===== src/rtl/regbank_write_arbiter.sv =====
// -----------------------------------------------------------------------------
// regbank_write_arbiter
//
// Shares the single write port of a four-entry bank of 4-bit enable registers
// between two requesters, A and B. At most one write is accepted per cycle.
// Contention is resolved round-robin. A requester may lock the bank for a
// burst of up to MAX_BURST transfers. Register enables and write data are
// registered and connect directly to the four register instances.
//
// Ports:
//   i_clk      rising-edge clock
//   i_reset    synchronous active-high reset
//   i_req_a    A write request          i_req_b    B write request
//   i_lock_a   A ownership request      i_lock_b   B ownership request
//   i_addr_a   A target register index  i_addr_b   B target register index
//   i_data_a   A write data             i_data_b   B write data
//   o_gnt_a    A transfer accepted      o_gnt_b    B transfer accepted
//                                       (both combinational)
//   o_en       one-hot register enables (registered), bit n -> register n
//   o_d        shared write data (registered, holds when idle)
//   o_owner    lock owner: 00 none, 01 A, 10 B (registered)
// -----------------------------------------------------------------------------
module regbank_write_arbiter #(
  parameter int unsigned MAX_BURST = 4
) (
  input  logic       i_clk,
  input  logic       i_reset,
  input  logic       i_req_a,
  input  logic       i_lock_a,
  input  logic [1:0] i_addr_a,
  input  logic [3:0] i_data_a,
  output logic       o_gnt_a,
  input  logic       i_req_b,
  input  logic       i_lock_b,
  input  logic [1:0] i_addr_b,
  input  logic [3:0] i_data_b,
  output logic       o_gnt_b,
  output logic [3:0] o_en,
  output logic [3:0] o_d,
  output logic [1:0] o_owner
);

  // Encodings double as the o_owner code.
  typedef enum logic [1:0] {
    IDLE  = 2'b00,
    OWN_A = 2'b01,
    OWN_B = 2'b10
  } state_t;

  localparam logic [3:0] MAX_CNT = 4'(MAX_BURST);
  // A burst limit of one means a lock can never outlive its first transfer.
  localparam logic       LOCK_EN = (MAX_BURST > 1) ? 1'b1 : 1'b0;

  state_t     state_r;
  state_t     state_nxt_s;
  logic       last_b_r;      // 1: B was granted last, so A wins the next tie
  logic       last_b_nxt_s;
  logic [3:0] count_r;
  logic [3:0] count_nxt_s;
  logic [3:0] count_inc_s;
  logic       gnt_a_s;
  logic       gnt_b_s;
  logic [3:0] en_r;
  logic [3:0] en_nxt_s;
  logic [3:0] d_r;
  logic [3:0] d_nxt_s;
  logic [1:0] owner_r;

  function automatic logic [3:0] onehot4(input logic [1:0] idx);
    logic [3:0] v;
    v = 4'b0000;
    v[idx] = 1'b1;
    return v;
  endfunction

  // Grant decode from state, round-robin pointer and requests.
  always_comb begin
    gnt_a_s = 1'b0;
    gnt_b_s = 1'b0;
    if (!i_reset) begin
      case (state_r)
        IDLE: begin
          gnt_a_s = i_req_a & (~i_req_b | last_b_r);
          gnt_b_s = i_req_b & (~i_req_a | ~last_b_r);
        end
        OWN_A:   gnt_a_s = i_req_a;
        OWN_B:   gnt_b_s = i_req_b;
        default: begin
          gnt_a_s = 1'b0;
          gnt_b_s = 1'b0;
        end
      endcase
    end else begin
      gnt_a_s = 1'b0;
      gnt_b_s = 1'b0;
    end
  end

  // Next state, pointer and burst count.
  always_comb begin
    state_nxt_s  = state_r;
    last_b_nxt_s = last_b_r;
    count_nxt_s  = count_r;
    count_inc_s  = count_r + 4'd1;
    case (state_r)
      IDLE: begin
        if (gnt_a_s) begin
          last_b_nxt_s = 1'b0;
          if (i_lock_a && LOCK_EN) begin
            state_nxt_s = OWN_A;
            count_nxt_s = 4'd1;
          end else begin
            state_nxt_s = IDLE;
          end
        end else if (gnt_b_s) begin
          last_b_nxt_s = 1'b1;
          if (i_lock_b && LOCK_EN) begin
            state_nxt_s = OWN_B;
            count_nxt_s = 4'd1;
          end else begin
            state_nxt_s = IDLE;
          end
        end else begin
          state_nxt_s = IDLE;
        end
      end
      OWN_A: begin
        // Release on unlocked transfer, on hitting the cap (lock ignored),
        // or when A drops both req and lock.
        if (gnt_a_s) begin
          if (!i_lock_a || (count_inc_s == MAX_CNT)) begin
            state_nxt_s  = IDLE;
            count_nxt_s  = 4'd0;
            last_b_nxt_s = 1'b0;
          end else begin
            count_nxt_s = count_inc_s;
          end
        end else if (!i_req_a && !i_lock_a) begin
          state_nxt_s  = IDLE;
          count_nxt_s  = 4'd0;
          last_b_nxt_s = 1'b0;
        end else begin
          state_nxt_s = OWN_A;
        end
      end
      OWN_B: begin
        if (gnt_b_s) begin
          if (!i_lock_b || (count_inc_s == MAX_CNT)) begin
            state_nxt_s  = IDLE;
            count_nxt_s  = 4'd0;
            last_b_nxt_s = 1'b1;
          end else begin
            count_nxt_s = count_inc_s;
          end
        end else if (!i_req_b && !i_lock_b) begin
          state_nxt_s  = IDLE;
          count_nxt_s  = 4'd0;
          last_b_nxt_s = 1'b1;
        end else begin
          state_nxt_s = OWN_B;
        end
      end
      default: begin
        state_nxt_s = IDLE;
        count_nxt_s = 4'd0;
      end
    endcase
  end

  // Write-port mux: enable pulses only on a transfer, data holds otherwise.
  always_comb begin
    en_nxt_s = 4'b0000;
    d_nxt_s  = d_r;
    if (gnt_a_s) begin
      en_nxt_s = onehot4(i_addr_a);
      d_nxt_s  = i_data_a;
    end else if (gnt_b_s) begin
      en_nxt_s = onehot4(i_addr_b);
      d_nxt_s  = i_data_b;
    end else begin
      en_nxt_s = 4'b0000;
      d_nxt_s  = d_r;
    end
  end

  // State and output registers; reset drops any in-flight write.
  always_ff @(posedge i_clk) begin
    if (i_reset) begin
      state_r  <= IDLE;
      last_b_r <= 1'b1;
      count_r  <= 4'd0;
      en_r     <= 4'b0000;
      d_r      <= 4'b0000;
      owner_r  <= 2'b00;
    end else begin
      state_r  <= state_nxt_s;
      last_b_r <= last_b_nxt_s;
      count_r  <= count_nxt_s;
      en_r     <= en_nxt_s;
      d_r      <= d_nxt_s;
      owner_r  <= state_nxt_s;
    end
  end

  assign o_gnt_a = gnt_a_s;
  assign o_gnt_b = gnt_b_s;
  assign o_en    = en_r;
  assign o_d     = d_r;
  assign o_owner = owner_r;

endmodule


===== config.mk =====
export PLATFORM = sky130hd
export DESIGN_NAME = regbank_write_arbiter
export DESIGN_NICKNAME = d
export VERILOG_FILES = /design/src/rtl/regbank_write_arbiter.sv
export SDC_FILE = /design/constraint.sdc
export NUM_CORES = 1
export LEC_CHECK = 0
export ABC_AREA = 1
export ABC_CLOCK_PERIOD_IN_PS = 1700
export CAP_MARGIN = 10
export CORE_MARGIN = 4
export CORE_UTILIZATION = 41
export DETAILED_ROUTE_END_ITERATION = 10
export HOLD_SLACK_MARGIN = 0.02
export PLACE_DENSITY = 0.82
export SYNTH_ARGS = -nofsm -noshare
export SYNTH_HDL_FRONTEND = slang
export SYNTH_SLANG_ARGS = --single-unit

===== constraint.sdc =====
create_clock -name i_clk -period 1.7 [get_ports i_clk]
set_clock_uncertainty 0.1 [all_clocks]
set_input_delay 0.425 -clock i_clk [delete_from_list [all_inputs] [get_ports i_clk]]
set_output_delay 0.425 -clock i_clk [all_outputs]
set_load 0.01 [all_outputs]

==> results.md, run 1 <==
- Most common cell in the netlist: nand2_1
- Vias: approximately 1200
- Hold Crit Class: flip-flop to flip-flop
- Drt drc: 0
- DR pass1 iterations: 4
- GRT Total Usage: 0.186
- Vert. Die Dim: 57.4 um
- Crit end category: primary output
- Leading area contributor after synthesis: dfxtp_1
- Post-synth ARST share: 0
- Routed length on met2: roughly 1900 um
- Grt total ovfl: 0
- Final Hold Vio Count: 0
- Yosys reg bits: 15
- Highest Signal Layer: met4
- First-pass GRT wire length: 4880 um
- Worst slew margin: 0.720
- Slew Limit Fails: 0
- Failing checks: negative setup slack
- Comb pwr share: 0.424
- Syn-to-layout area delta: 79.9%
- Placer congestion estimate: 0.913
- R2R depth: 10
- Crit path to: o_gnt_a
- Pin count of the biggest net entering global routing: 11
- DRT iter0 DRCs: 30
- Number of core rows: 17
- CTS tree: built
- Post-Route M1 WL: 1360 um
- Vias per inst: 5.48
- Dpl cells: 205
- Num ports: 30
- Maximum net fanout on the critical path: 4
- Yosys warning count: 0
- Worst r2r src: o_owner[0]
- Core ar.: 2280 sq um
- RSZ-0062 raised after global routing: yes
- Critical R2R Capture: o_owner[0]
- Synth Net Count: 156
- Part of the power in the clock network: 0.203
- Number of nets with antenna violations after routing: 0
- Number of diodes: 0
- Final period util: 1.09
- Worst-Skew Late Latency: 290 ps
- Status: finished with violations
- CTS buffer count: 3
- Syn Inst Count: 131
- Crit Path Class: flip-flop to primary output
- Clock buffer depth: 2
- Clock-pin slew on the worst setup and hold paths: 100 ps
- Netlist cell types: 25
- Total Wirelength: 3600 um
- Post-synth top cells: nand2_1, inv_1, dfxtp_1, nand3_1, nor2_1
- H-tree levels: 1
- Flop pwr share: 0.373
- Setup crit start: o_owner[1]
- Die X: between 50 and 60 um
- CP arrival: 1320 ps
- DP HPWL: 2180 um
- Avg Inst Size Synth: 7.64 sq um
- Total Power: 0.00108 W
- Power Density: 601 nW/um^2
- NumNets Final: 212
- Leakage: 0.850 nW
- Worst-Margin Slew: between 400 and 500 ps
- Final setup margin: -148 ps
- MaxCap Viol Count: 0
- Syn Std Cell Area: 1000 sq um
- Worst vdd ir: 0.410 mV
- Vias in the first global route: 1124
- Initial antenna violation count: 0
- Setup Viol. Count Final: 12
- Main flop type after synthesis: dfxtp_1
- CTS sink count: 15
- Startpoint types: flip-flop
- Share of the synthesized area in the top cell type: 0.300
- Power Internal: 0.000689 W
- Synth top area cells: dfxtp_1, nand2_1, ha_1
- Initial Util: 0.440
- Hold Path Cell Cnt: 2
- Clk root buf: clkbuf_4
- Die area: 3300 sq um
- WL per Instance: ~17 um
- R2R setup slack: -50 ps
- Share of cells above drive strength 1: 0.484
- Non-Filler Instances: around 210
- Max Fclk: approximately 540 MHz
- Worst EP required: approximately 1200 ps
- Switching Share: 0.363
- Final min period: 1850 ps
- Post-synth EDFFs: 0
- Sw power: between 0.0003 and 0.0004 W
- PortBufs: 29
- Seq/Total Area, Yosys: 0.300
- Routed wl met3: roughly 180 um
[layout by cell type, fill, tap and decap left out, drive strengths merged, types with 2 or more instances in the layout]
cell / count
dlymetal6s2s: 4
a311oi: 4
nor2: 12
o32ai: 4
dfxtp: 15
clkinv: 2
buf: 25
clkdlybuf4s50: 15
or2: 2
nand3: 11
ha: 7
clkbuf: 4
o21ai: 7
nand2: 33
inv: 19
nand4: 5
dlygate4sd2: 8
a21oi: 6
[critical path, cell delays in order (launching register included)]
cell     delay, ps
dfxtp_2        370
inv_4           50
ha_4           180
inv_1           70
nand3_2        100
nand2_4        120
inv_4           40
buf_6          110
[flip-flops by register name, summed over array words and instances, names as in the netlist]
name / cells
o_en: 4
last_b_r: 1
count_r: 4
o_d: 4
o_owner: 2
[routing by layer]
metal,up-vias,GRT usage
li1,548,-
met1,547,0.206
met2,54,0.324
met3,24,0.0452
met4,0,0.0960
met5,-,0
[cell type report]
| class | count | area, sq um |
|---|---|---|
| sequential | 15 | 308 |
| multi-input combinational | 94 | 823 |
| inverter | 20 | 90.1 |
| clock buffer | 3 | 22.5 |
| clock inverter | 1 | 5.00 |
| tap | 28 | 35.0 |
| fill | 145 | 475 |
| timing repair buffer | 53 | 517 |
[timing repair]
action                                  in CTS  in global routing
gates cloned                                 0                  1
resized for setup                           42                 46
endpoints found under the setup margin      19                 19
hold buffers                                 0                  0
setup buffers                                1                  3
pin swaps                                    9                 10
[worst min-delay path by stage]
| stage | from | endpoint | slack, ps |
|---|---|---|---|
| after floorplan | count_r[3] | count_r[3] | 350 |
| after global placement | count_r[3] | count_r[3] | 370 |
| after detailed placement | o_d[0] | o_d[0] | 380 |
| after CTS | o_d[0] | o_d[0] | 400 |
| after global routing | count_r[1] | count_r[1] | 430 |
| final | count_r[1] | count_r[1] | 410 |
[kinds of logic after synthesis]
kind of cell | share of synthesized area
flops | 0.300
simple gates | 0.345
fa+ha+maj | 0.0875
buf+inv | 0.103
xor+xnor | 0.0175
compound gates | 0.147
[power by group through the flow]
stage | clock network, W | logic (W) | registers [W]
floorplan | 0 | 0.000176 | 0.000411
CTS | 0.000225 | 0.000361 | 0.000398
detailed placement | 0 | 0.000338 | 0.000405
finish | 0.000220 | 0.000459 | 0.000404
global route | 0.000249 | 0.000488 | 0.000407
global placement | 0 | 0.000327 | 0.000402
[stage by stage]
step	setup TNS [ps]	cell area, sq um	utilization	worst slack, ps	hold WS, ps
3_3_place_gp	-6320	1450	0.638	-620	371
5_1_grt	-1540	1800	0.791	-212	427
4_1_cts	-278	1570	0.689	-142	395
2_1_floorplan	0	1010	-	52.5	355
3_5_place_dp	-7330	1450	0.638	-660	380
6_report	-615	1800	0.791	-148	408
Note: power is estimated with default switching activity, not from simulation.
==> run 2, diff against run 1 <==
--- a/config.mk
+++ b/config.mk
@@ -8,11 +8,12 @@
 export ABC_AREA = 1
 export ABC_CLOCK_PERIOD_IN_PS = 1700
 export CAP_MARGIN = 10
-export CORE_MARGIN = 4
+export CORE_MARGIN = 2
 export CORE_UTILIZATION = 41
 export DETAILED_ROUTE_END_ITERATION = 10
 export HOLD_SLACK_MARGIN = 0.02
 export PLACE_DENSITY = 0.82
+export SKIP_LAST_GASP = 1
 export SYNTH_ARGS = -nofsm -noshare
 export SYNTH_HDL_FRONTEND = slang
 export SYNTH_SLANG_ARGS = --single-unit
==> results.md, run 2 (synthesized netlist as in run 1, its figures left out) <==
- Part of the power in the clock network: 0.204 (about the same)
- Sw power: 0.000352 W (-11%)
- First-pass GRT wire length: 4460 um (-8.6%)
- Dpl ws: -656 ps (+3.58 ps)
- Comb pwr share: 0.407 (-0.017)
- Total Power: 0.00103 W (-5.0%)
- CP arrival: 1310 ps (about the same)
- Total Wirelength: 3210 um (-11%)
- Slew Limit Fails: 0 (unchanged)
- Startpoint types: flip-flop
- Met3 Use GR: 0.0650 (+0.0197)
- Worst EP required: 1170 ps (about the same)
- DRT iter0 DRCs: 49 (+63%)
- Placer congestion estimate: 0.882 (-3.3%)
- Maximum net fanout on the critical path: 3 (-1)
- Worst-Margin Slew: 354 ps (-64.9 ps)
- GRT Total Usage: 0.217 (+0.0312)
- Power Internal: 0.000677 W (-1.9%)
- Grt total ovfl: 0 (unchanged)
- CTS tree: built
- Crit Path Class: flip-flop to primary output
- Power Density: 601 nW/um^2 (about the same)
- Most frequent cells in the layout: nand2_1, buf_4, clkdlybuf4s50_1
- Fin Hold WS: 391 ps (-17.0 ps)
- Status: finished with violations
- Pin count of the biggest net entering global routing: 10 (-1)
- Worst vdd ir: 0.456 mV (+11%)
- Failing checks: negative setup slack
- Crit-path max cell delay: 360 ps (about the same)
- Vias per inst: 5.35 (-2.4%)
- Clock buffer depth: 2 (unchanged)
- Post-cts hold buffer count: 0 (unchanged)
- Share of cells above drive strength 1: 0.404 (-0.0796)
- Switching Share: 0.342 (-0.0212)
- Clk root buf: clkbuf_4
- Crit path max-delay family: flip-flops
- R2R setup slack: -90 ps (-40 ps)
- GR Util met1: 0.212 (+0.00602)
- Initial antenna violation count: 0 (unchanged)
- Buf/Inv on CP: 4 (unchanged)
- Max Fclk: 545 MHz (+0.78%)
- Die X: 53.4 um (-7.0%)
- Final Hold Vio Count: 0 (unchanged)
- Final setup margin: -134 ps (+14.4 ps)
- Flop pwr share: 0.388 (+0.015)
- Clock-pin slew on the worst setup and hold paths: 90 ps (about the same)
- Worst-Skew Late Latency: 290 ps (about the same)
- DP HPWL: 2040 um (-6.3%)
- RSZ-0062 raised after global routing: yes
- Commonest non-fill, non-tap cell in the layout: nand2_1
- Setup Viol. Count Final: 4 (-8)
- Num ports: 30 (unchanged)
- MaxCap Viol Count: 0 (unchanged)
- Most used routing layer: met2
- Syn-to-layout area delta: 71.0%
- Vert. Die Dim: 53.4 um (-7.0%)
- Met2 usage: 0.428 (+0.104)
- Crit-path cells: inv_4, ha_4, inv_1, nand3_2, nand2_4, inv_2, buf_6
- WL per Instance: 14.9 um (-12%)
- CTS buffer count: 3 (unchanged)
- Drt drc: 0 (unchanged)
- Initial Util: 0.444 (+0.00415)
- Number of diodes: 0 (unchanged)
- Die area: 2850 sq um (-13%)
- PortBufs: 29 (unchanged)
- NumNets Final: 214 (+0.94%)
- Number of nets with antenna violations after routing: 0 (unchanged)
- Vias in the first global route: 1057 (-6.0%)
- Vias: 1156 (-1.4%)
- Leakage: 0.848 nW (-0.22%)
- Worst slew margin: 0.764 (+0.0433)
- Number of core rows: 17 (unchanged)
- Final min period: 1830 ps (-14.4 ps)
- Core ar.: 2250 sq um (-0.93%)
- CTS sink count: 15 (unchanged)
- H-tree levels: 1 (unchanged)
- Final period util: 1.08 (-0.00846)
- Crit end category: primary output
- CP max stage cell: dfxtp_2
- DR pass1 iterations: 6 (+2)
- Hold Crit Class: flip-flop to flip-flop
-- run 2: cell types whose count changed in the layout (fill, tap and decap cells not counted), moves of 4 or more --
| cell | before | now |
|---|---|---|
| nor2_2 | 4 | 0 |
| nor2_1 | 2 | 7 |
| a21oi_2 | 6 | 1 |
| buf_4 | 19 | 23 |
| a21oi_1 | 0 | 5 |
-- run 2: power groups by stage --
stage | logic, W | registers [W] | clock network, W
after floorplan | 0.000176 | 0.000411 | 0
after global placement | 0.000325 | 0.000402 | 0
after detailed placement | 0.000337 | 0.000403 | 0
after CTS | 0.000372 | 0.000396 | 0.000208
after global routing | 0.000448 | 0.000401 | 0.000231
final | 0.000419 | 0.000399 | 0.000210
-- run 2: final timing paths --
kind	from	to	cells past startpoint
setup reg to reg	o_owner[0]	count_r[3]	8
setup / recovery	o_owner[1]	o_gnt_a	7
hold / removal	o_d[1]	o_d[1]	2
hold reg to reg	o_d[1]	o_d[1]	2
-- run 2: repair_timing --
action | in CTS | in global routing
gates resized for setup | 37 | 31
setup buffers | 6 | 2
setup endpoints to repair | 17 | 18
pin swaps | 7 | 12
-- run 2: final cells by class --
cell class	instances	area (sq um)
multi-input cells	94	746
fillers	150	543
repair buffers	55	507
flip-flops and latches	15	308
inverters	20	90.1
well taps	28	35.0
clock buffers	4	26.3
-- run 2: through the flow --
step | cells | instance area (sq um) | setup TNS, ps | util
after floorplan | 131 | 1010 | 0 | -
after global placement | 204 | 1440 | -6330 | 0.640
after detailed placement | 204 | 1440 | -6950 | 0.640
after CTS | 214 | 1590 | -277 | 0.704
after global routing | 216 | 1710 | -976 | 0.759
final | 216 | 1710 | -397 | 0.759
-- run 2: worst register-to-register path, stage by stage, from the launching register on --
cell,delay (ps)
dfxtp_4,390
inv_6,50
ha_4,170
buf_4,150
inv_1,280
nor2_8,80
nor2_8,160
nand4_1,130
a21oi_1,200
-- run 2: metal layers --
metal | share of wire | vias to the layer above
met4 | 0.023 | 0
met3 | 0.075 | 12
met1 | 0.36 | 530
met2 | 0.54 | 60
met5 | 0 | -
li1 | - | 554
==> run 3, diff against run 2 <==
==> constraint.sdc (replaced) <==
create_clock -name i_clk -period 1.7 [get_ports i_clk]
set_clock_uncertainty 0.1 [all_clocks]
set_input_delay 0.425 -clock i_clk [delete_from_list [all_inputs] [get_ports i_clk]]
set_output_delay 0.425 -clock i_clk [all_outputs]
set_load 0.005 [all_outputs]
==> results.md, run 3 (synthesized netlist as in run 1, its figures left out) <==
- DP HPWL: 2080 um (+2.2%)
- Commonest non-fill, non-tap cell in the layout: nand2_1
- Num ports: 30 (unchanged)
- Drt drc: 0 (unchanged)
- Non-Filler Instances: 216 (unchanged)
- Crit Path Class: flip-flop to primary output
- Most frequent cells in the layout: nand2_1, buf_4, clkdlybuf4s50_1
- Worst slew margin: 0.799 (+0.0355)
- Leakage: 0.796 nW (-6.2%)
- Worst-Margin Slew: 299 ps (-55.0 ps)
- Post-cts hold buffer count: 0 (unchanged)
- Setup Viol. Count Final: 11 (+7)
- Vias in the first global route: 1122 (+6.1%)
- Total Wirelength: 3110 um (-3.3%)
- Dpl cells: 207 (+1.5%)
- DR pass1 iterations: 4 (-2)
- Power Density: 601 nW/um^2 (about the same)
- Worst vdd ir: 0.468 mV (+2.7%)
- CTS tree: built
- R2R depth: 12 (+4)
- Vias: 1123 (-2.9%)
- Crit path max-delay family: flip-flops
- DRT iter0 DRCs: 26 (-47%)
- Total Power: 0.00103 W (-0.13%)
- Startpoint types: flip-flop
- Share of cells above drive strength 1: 0.410 (+0.00532)
- Final Hold Vio Count: 0 (unchanged)
- First-pass GRT wire length: 4690 um (+5.3%)
- NumNets Final: 214 (unchanged)
- Crit-path cells: buf_12, ha_4, nor2_4, nor2_4, nand2_4, inv_2, buf_2
- Utilization after layout: 0.759 (about the same)
- RSZ-0062 raised after global routing: yes
- CP max stage cell: dfxtp_4
- Hold Path Cell Cnt: 2 (unchanged)
- Most frequent cell on the critical path: nor2_4
- Initial Util: 0.444 (unchanged)
- Failing checks: negative setup slack
- WL per Instance: 14.4 um (-3.3%)
- Number of diodes: 0 (unchanged)
- Buf/Inv on CP: 3 (-1)
- Dpl ws: -612 ps (+43.9 ps)
- Number of nets with antenna violations after routing: 0 (unchanged)
- Hold Crit Class: flip-flop to flip-flop
- GRT Total Usage: 0.226 (+0.00906)
- Most used routing layer: met2
- Maximum net fanout on the critical path: 3 (unchanged)
- Final min period: 1870 ps (+35.7 ps)
- Syn-to-layout area delta: 70.9% (about the same)
- Placer congestion estimate: 0.884 (+0.23%)
- GR Util met1: 0.237 (+0.0246)
- Clock buffer depth: 2 (unchanged)
- Slew Limit Fails: 0 (unchanged)
- Status: finished with violations
- Die X: 53.4 um (unchanged)
- Grt total ovfl: 0 (unchanged)
- Worst path depth: 7 (unchanged)
- Max Fclk: 535 MHz (-1.9%)
- Final setup margin: -169 ps (-35.7 ps)
- PortBufs: 29 (unchanged)
- Vert. Die Dim: 53.4 um (unchanged)
- Fillers: 145 (-3.3%)
- Die area: 2850 sq um (unchanged)
- Final period util: 1.10 (+0.0210)
- Initial antenna violation count: 0 (unchanged)
- CTS sink count: 15 (unchanged)
- Clock-pin slew on the worst setup and hold paths: 90 ps (about the same)
- Met3 Use GR: 0.0480 (-0.0169)
- Crit-path max cell delay: 380 ps (+20 ps)
- CTS buffer count: 3 (unchanged)
- Clk root buf: clkbuf_4
- Worst EP required: 1170 ps (about the same)
- Core ar.: 2250 sq um (unchanged)
- CP arrival: 1340 ps (+30 ps)
- Vias per inst: 5.20 (-2.9%)
- Number of core rows: 17 (unchanged)
- Worst-Skew Late Latency: 280 ps (about the same)
- Met2 usage: 0.424 (-0.00412)
- H-tree levels: 1 (unchanged)
- Pin count of the biggest net entering global routing: 14 (+4)
- Crit end category: primary output
- MaxCap Viol Count: 0 (unchanged)
run 3: layer usage:
metal,share of wire,vias to the layer above
met5,0,-
met4,0.028,0
met3,0.053,13
met2,0.54,44
met1,0.37,512
li1,-,554
run 3: cell type report:
cell class / count / area [sq um] / share of cell area
multi-input cells: 94 / 743 / 0.435
clock buffers: 3 / 22.5 / 0.0132
flip-flops and latches: 15 / 305 / 0.178
inverters: 20 / 91.3 / 0.0534
clock inverters: 1 / 5.00 / 0.00293
well taps: 28 / 35.0 / 0.0205
repair buffers: 55 / 508 / 0.297
run 3: path summary, 6_finish.rpt:
path                                  from         end  slack (ps)
worst max-delay path            o_owner[0]     o_gnt_a        -170
worst max register to register  o_owner[0]  count_r[0]        -170
worst min-delay path            count_r[3]  count_r[3]         380
worst min register to register  count_r[3]  count_r[3]         380
run 3: what timing repair did:
item / CTS / global route
resized for setup: 38 / 23
pin swaps: 11 / 8
endpoints found under the setup margin: 17 / 20
buffers inserted: 5 / 2
run 3: stage by stage:
step / area, sq um / TNS (ps) / hold WS, ps
4_1_cts: 1620 / -590 / 380
3_5_place_dp: 1460 / -7130 / 369
5_1_grt: 1710 / -2140 / 425
3_3_place_gp: 1460 / -6200 / 368
6_report: 1710 / -999 / 381
2_1_floorplan: 1000 / 0 / 355
run 3: worst reg2reg max path, stage by stage (launching register included):
cell,delay (ps)
dfxtp_4,380
buf_12,130
ha_4,160
nor2_4,120
nor2_4,60
nand2_4,70
buf_6,190
nand3_2,130
nand3_4,110
nor2_8,50
inv_2,70
nand2_1,60
a21oi_1,170
run 3: where the power goes:
group	internal (W)	total, W	switching (W)	leakage, nW
Combinational	0.000214	0.000424	0.000210	0.654
Clock	0.0000872	0.000206	0.000119	0.0177
Sequential	0.000378	0.000397	0.0000189	0.124
